**config.mk**
```make
export PLATFORM = sky130hd
export DESIGN_NAME = out_port_arbiter
export DESIGN_NICKNAME = d
export VERILOG_FILES = /design/src/rtl/out_port_arbiter_pkg.sv /design/src/rtl/out_port_arbiter_rr.sv /design/src/rtl/out_port_arbiter.sv
export SDC_FILE = /design/constraint.sdc
export NUM_CORES = 1
export LEC_CHECK = 0
export BUFFER_PORTS_ARGS = -buffer_cell sky130_fd_sc_hd__buf_2
export CAP_MARGIN = 15
export CORE_MARGIN = 2
export CORE_UTILIZATION = 50
export DETAILED_ROUTE_END_ITERATION = 8
export PLACE_DENSITY = 0.69
export SYNTH_ARGS = -nofsm -noshare
export SYNTH_HDL_FRONTEND = slang
export SYNTH_SLANG_ARGS = --single-unit
export TNS_END_PERCENT = 5
```
**constraint.sdc**
```tcl
create_clock -name clk -period 4.58 [get_ports clk]
set_clock_uncertainty 0.05 [all_clocks]
set_input_delay 0.916 -clock clk [delete_from_list [all_inputs] [get_ports clk]]
set_output_delay 0.916 -clock clk [all_outputs]
set_load 0.005 [all_outputs]
```
**src/rtl/out_port_arbiter_pkg.sv**
```systemverilog
`default_nettype none
// +---------------------------------------------------------------------------+
// | out_port_arbiter_pkg                                                      |
// | Shared router widths and helpers for the per-output-port switch allocator.|
// | Revision: 1.0                                                             |
// +---------------------------------------------------------------------------+
package out_port_arbiter_pkg;

  localparam int PORT    = 4;
  localparam int VCHW    = 0;
  localparam int NVC_DEF = 2;

  function automatic int cred_w(input int depth);
    return $clog2(depth + 1);
  endfunction

  function automatic logic [2:0] onehot_to_idx(input logic [PORT:0] oh);
    logic [2:0] idx;
    idx = '0;
    for (int i = 0; i <= PORT; i++) begin
      if (oh[i]) idx = 3'(i);
    end
    return idx;
  endfunction

endpackage
`default_nettype wire

```
**src/rtl/out_port_arbiter_rr.sv**
```systemverilog
`default_nettype none
// +---------------------------------------------------------------------------+
// | rr_arbiter5                                                               |
// | Combinational 5-way round-robin picker: first eligible after ptr_i.       |
// | Revision: 1.0                                                             |
// +---------------------------------------------------------------------------+
module rr_arbiter5 (
  input  logic [4:0] elig_i,
  input  logic [2:0] ptr_i,
  output logic [4:0] win_o
);

  logic       found;
  logic [3:0] idx;

  always_comb begin
    win_o = '0;
    found = 1'b0;
    idx   = '0;
    for (int k = 1; k <= 5; k++) begin
      idx = {1'b0, ptr_i} + 4'(k);
      if (idx >= 4'd5) idx = idx - 4'd5;
      if (!found && elig_i[idx[2:0]]) begin
        win_o[idx[2:0]] = 1'b1;
        found           = 1'b1;
      end
    end
  end

endmodule
`default_nettype wire

```
**src/rtl/out_port_arbiter.sv**
```systemverilog
`default_nettype none
// +---------------------------------------------------------------------------+
// | out_port_arbiter                                                          |
// | Packet-locked round-robin switch allocator with per-VC credit gating.     |
// | Revision: 1.0                                                             |
// +---------------------------------------------------------------------------+
module out_port_arbiter
  import out_port_arbiter_pkg::*;
#(
  parameter int NVC          = NVC_DEF,
  parameter int CREDIT_DEPTH = 4
) (
  input  logic            clk,
  input  logic            rst_n,
  input  logic [PORT:0]   ireq,
  input  logic [PORT:0]   ihead,
  input  logic [PORT:0]   itail,
  input  logic [VCHW:0]   ivch_0,
  input  logic [VCHW:0]   ivch_1,
  input  logic [VCHW:0]   ivch_2,
  input  logic [VCHW:0]   ivch_3,
  input  logic [VCHW:0]   ivch_4,
  input  logic            icredit,
  input  logic [VCHW:0]   icredit_vch,
  output logic [PORT:0]   sel,
  output logic [PORT:0]   ogrant,
  output logic [VCHW:0]   olock_vch,
  output logic            ocred_err
);

  localparam int            CW        = cred_w(CREDIT_DEPTH);
  localparam logic [CW-1:0] CRED_FULL = CW'(CREDIT_DEPTH);
  localparam logic [0:0]    S_IDLE    = 1'b0;
  localparam logic [0:0]    S_LOCKED  = 1'b1;

  logic [0:0]    state_q, state_d;
  logic [PORT:0] sel_q, sel_d;
  logic [VCHW:0] lock_vch_q, lock_vch_d;
  logic [2:0]    rr_ptr_q, rr_ptr_d;
  logic [CW-1:0] credit_q [NVC];
  logic          cred_err_q, cred_err_d;

  logic [VCHW:0]  vch_w [PORT+1];
  logic [PORT:0]  elig;
  logic [PORT:0]  win;
  logic [VCHW:0]  win_vch;
  logic           lock_has_cred;
  logic           grant_any;
  logic           grant_tail;
  logic [NVC-1:0] dec_vec;
  logic [NVC-1:0] inc_vec;

  assign vch_w[0] = ivch_0;
  assign vch_w[1] = ivch_1;
  assign vch_w[2] = ivch_2;
  assign vch_w[3] = ivch_3;
  assign vch_w[4] = ivch_4;

  // Only head flits with downstream room may start a packet.
  for (genvar i = 0; i <= PORT; i++) begin : g_elig
    assign elig[i] = (state_q == S_IDLE) & ireq[i] & ihead[i] & (credit_q[vch_w[i]] != '0);
  end

  rr_arbiter5 u_rr (
    .elig_i (elig),
    .ptr_i  (rr_ptr_q),
    .win_o  (win)
  );

  always_comb begin
    win_vch = '0;
    for (int i = 0; i <= PORT; i++) begin
      if (win[i]) win_vch = win_vch | vch_w[i];
    end
  end

  assign lock_has_cred = (credit_q[lock_vch_q] != '0);
  assign ogrant        = (state_q == S_LOCKED) ? (sel_q & ireq & {(PORT+1){lock_has_cred}}) : '0;
  assign grant_any     = |ogrant;
  assign grant_tail    = |(ogrant & itail);

  always_comb begin
    state_d    = state_q;
    sel_d      = sel_q;
    lock_vch_d = lock_vch_q;
    rr_ptr_d   = rr_ptr_q;
    if (state_q == S_IDLE) begin
      if (|win) begin
        state_d    = S_LOCKED;
        sel_d      = win;
        lock_vch_d = win_vch;
      end
    end else if (grant_tail) begin
      state_d  = S_IDLE;
      sel_d    = '0;
      rr_ptr_d = onehot_to_idx(sel_q);
    end
  end

  always_comb begin
    for (int v = 0; v < NVC; v++) begin
      dec_vec[v] = grant_any & (lock_vch_q == (VCHW+1)'(v));
      inc_vec[v] = icredit & (icredit_vch == (VCHW+1)'(v));
    end
  end

  // A same-cycle consume cancels the return, so that case is never an overflow.
  assign cred_err_d = icredit & (credit_q[icredit_vch] == CRED_FULL) & ~dec_vec[icredit_vch];

  always_ff @(posedge clk) begin
    if (!rst_n) begin
      state_q    <= S_IDLE;
      sel_q      <= '0;
      lock_vch_q <= '0;
      rr_ptr_q   <= 3'd4;
      cred_err_q <= 1'b0;
      for (int v = 0; v < NVC; v++) credit_q[v] <= CRED_FULL;
    end else begin
      state_q    <= state_d;
      sel_q      <= sel_d;
      lock_vch_q <= lock_vch_d;
      rr_ptr_q   <= rr_ptr_d;
      cred_err_q <= cred_err_d;
      for (int v = 0; v < NVC; v++) begin
        if (dec_vec[v] && !inc_vec[v]) begin
          credit_q[v] <= credit_q[v] - CW'(1);
        end else if (inc_vec[v] && !dec_vec[v] && credit_q[v] != CRED_FULL) begin
          credit_q[v] <= credit_q[v] + CW'(1);
        end
      end
    end
  end

  assign sel       = sel_q;
  assign olock_vch = lock_vch_q;
  assign ocred_err = cred_err_q;

endmodule
`default_nettype wire

```
==> flow_summary.json <==
{
  "cts_tree": "built",
  "drc": 0,
  "postSynth.asyncResetShare": 0,
  "num_rows": 24,
  "leakagePower_nw": 1.06,
  "dp.final_hpwl_um": 5060,
  "vias": 2373,
  "grt_pass1_wl_um": 10400,
  "min_period_over_period": 0.936,
  "die_w_um": 71.2,
  "worst-r2r-setup-slack_ns": 0.30,
  "ff2ff_path_depth": 12,
  "critPathLaunchType": "register",
  "dieArea_um2": 5060,
  "grt_overflow_total": 0,
  "min_from": "sel[1]",
  "rsz0062_at_grt": "no",
  "totalPowerFinal_mw": 1.14,
  "arrival_ns": 4.39,
  "crit_chain": "inv_1, ha_1, and3b_4, nor4_2, nor2_1, o32a_1, a32oi_4, nor2b_1, a211o_1, or3_1, or4_4, o221a_1",
  "worst-path-max-fanout": 10,
  "cts_num_sinks": 18,
  "worst_pin_slew_ns": 0.615,
  "ys_ff_latch": 18,
  "fin_tns_setup_ns": 0,
  "syn_area_per_cell_um2": 7.72,
  "end_kind": "register",
  "slew_viol_final": 0,
  "drtAntennaViolNets": 0,
  "clk_latency_ns": 0.26,
  "grt_use_total": 0.258,
  "post_cts_buffers": 0,
  "drtPass1Iterations": 5,
  "fin_crit_ns": 4.28,
  "cts.path.max_buffers": 2,
  "initial_core_util": 0.518,
  "grt_start_max_net_pins": 22,
  "final_common_cell": "buf_2",
  "cts_buffers": 3,
  "drt-initial-drc-count": 161,
  "drt_wl_total_um": 6390,
  "io-pin-count": 36,
  "die-height_um": 71.2,
  "synth_flop_cell": "dfxtp_1",
  "p_per_area_nw_per_um2": 444,
  "critical-path-top-delay-family": "simple AND/OR/NAND/NOR gates",
  "synth_top_area_frac": 0.107,
  "num_antenna_cells": 0,
  "max_freq_mhz": 233,
  "path_buf_inv": 1,
  "num-nets-final": 373,
  "relSlewSlack": 0.590,
  "viasPerCell": 6.18,
  "htree_levels": 1,
  "io_buffers": 35,
  "min_path_cells": 2,
  "cts_resized": 0,
  "antenna_found_initial": 0,
  "grt_pass1_vias": 2125,
  "wl_met2_um": 2880,
  "synth_nets": 332,
  "maxCapViolCount": 0,
  "drt-met1-wl_um": 2990,
  "synthTopCellsByArea": "dfxtp_1, edfxtp_1, ha_1",
  "core_area_um2": 4350,
  "synth_area_um2": 2250,
  "synth_largest_area_cell": "dfxtp_1",
  "routedWlPerCell_um": 16.6,
  "worstSetupPathType": "register to register",
  "met3_length_um": 440,
  "cpPeakStageDelay_ns": 0.58,
  "cts_root_buffer": "clkbuf_8",
  "hold_buffers": 0,
  "area_growth_pct": 14.1,
  "rr_startpoint": "rr_ptr_q[1]",
  "finalHoldViolations": 0,
  "cts.reportedPaths.clkPinSlew_ns": 0.07,
  "worst_hold_path_type": "register to register",
  "finalSetupViolations": 0,
  "layout_common_cells": "buf_2, nand2_1, nor2_1, nand3_1, a21oi_1",
  "peakVddDrop_v": 0.000211,
  "crit_path_top_delay_cell": "or4_4",
  "hold_path_end": "sel[1]",
  "synth_edf_count": 6,
  "ys_types": 72,
  "highest_layer": "met4",
  "finalWeightedCongestion": 0.917,
  "yosysWarnings": 0,
  "syn_inst": 292,
  "seq_area_frac_synth": 0.186,
  "cp_data_required_time_ns": 4.68,
  "drive_above_1_share": 0.202,
  "status": "finished, final reports clean"
}
==> worst max-delay path by stage <==
| stage | startpoint | end | slack [ns] | depth (start not counted) |
|---|---|---|---|---|
| 2_1_floorplan | rr_ptr_q[1] | register | 0.52 | 13 |
| 3_3_place_gp | ivch_0 | olock_vch | 0.33 | 11 |
| 3_5_place_dp | ivch_4 | register | 0.29 | 11 |
| 4_1_cts | rr_ptr_q[1] | register | 0.33 | 12 |
| 5_1_grt | rr_ptr_q[1] | register | 0.01 | 12 |
| 6_report | rr_ptr_q[1] | register | 0.30 | 12 |
==> synth_stat cells, types with 9 or more instances <==
master and n:
nand2b_1 10, a21oi_1 15, ha_1 14, inv_1 13
nor3_1 9, nand3_1 16, dfxtp_1 12, o21ai_0 12
nand2_1 29, nor2_1 26
==> stage by stage <==
stage | area, µm² | hold slack, ns | util | std cells | setup WS [ns]
6_report | 2570 | 0.507 | 0.591 | 384 | 0.295
2_1_floorplan | 2250 | 0.454 | - | 292 | 0.516
5_1_grt | 2570 | 0.550 | 0.591 | 384 | 0.0103
3_3_place_gp | 2520 | 0.489 | 0.578 | 380 | 0.325
3_5_place_dp | 2520 | 0.491 | 0.578 | 380 | 0.291
4_1_cts | 2570 | 0.509 | 0.591 | 384 | 0.333
==> cells by family after synthesis <==
| group | Yosys count | synth area share |
|---|---|---|
| AO/OA/AOI/OAI | 80 | 0.270 |
| multiplexers | 8 | 0.0372 |
| flip-flops | 18 | 0.186 |
| buffers and inverters | 22 | 0.0433 |
| AND/OR/NAND/NOR | 142 | 0.344 |
| adder cells (fa/ha/maj) | 16 | 0.0955 |
| XOR/XNOR | 6 | 0.0233 |
==> per-layer routing <==
| layer | up-vias | global-route usage |
|---|---|---|
| met2 | 81 | 0.406 |
| li1 | 1187 | - |
| met1 | 1099 | 0.376 |
| met3 | 6 | 0.0328 |
| met5 | - | 0 |
| met4 | 0 | 0.0629 |
==> layout make-up <==
cell class / instances / area [µm²]
multi-input cells: 252 / 1740
flip-flops and latches: 18 / 420
well taps: 52 / 65.1
clock buffers: 4 / 55.1
repair buffers: 44 / 243
inverters: 14 / 52.6
fillers: 390 / 1780
==> power breakdown <==
group / switching, mW / total [mW] / internal, mW
clock: 0.0601 / 0.137 / 0.0766
sequential: 0.0572 / 0.268 / 0.211
combinational: 0.422 / 0.739 / 0.317
==> registers in the layout (all words and copies together), names as in the netlist, named ones only <==
register	count
credit_q	6
ocred_err	1
olock_vch	1
rr_ptr_q	3
sel	5
state_q	1
==> worst reg2reg max path: cells and delay by family (launching register included) <==
family,cells,cell delay [ns]
buffers and inverters,1,0.25
adder cells (fa/ha/maj),1,0.24
AO/OA/AOI/OAI,4,1.29
AND/OR/NAND/NOR,6,1.83
flip-flops,1,0.52
(Power assumes the default switching activity.)
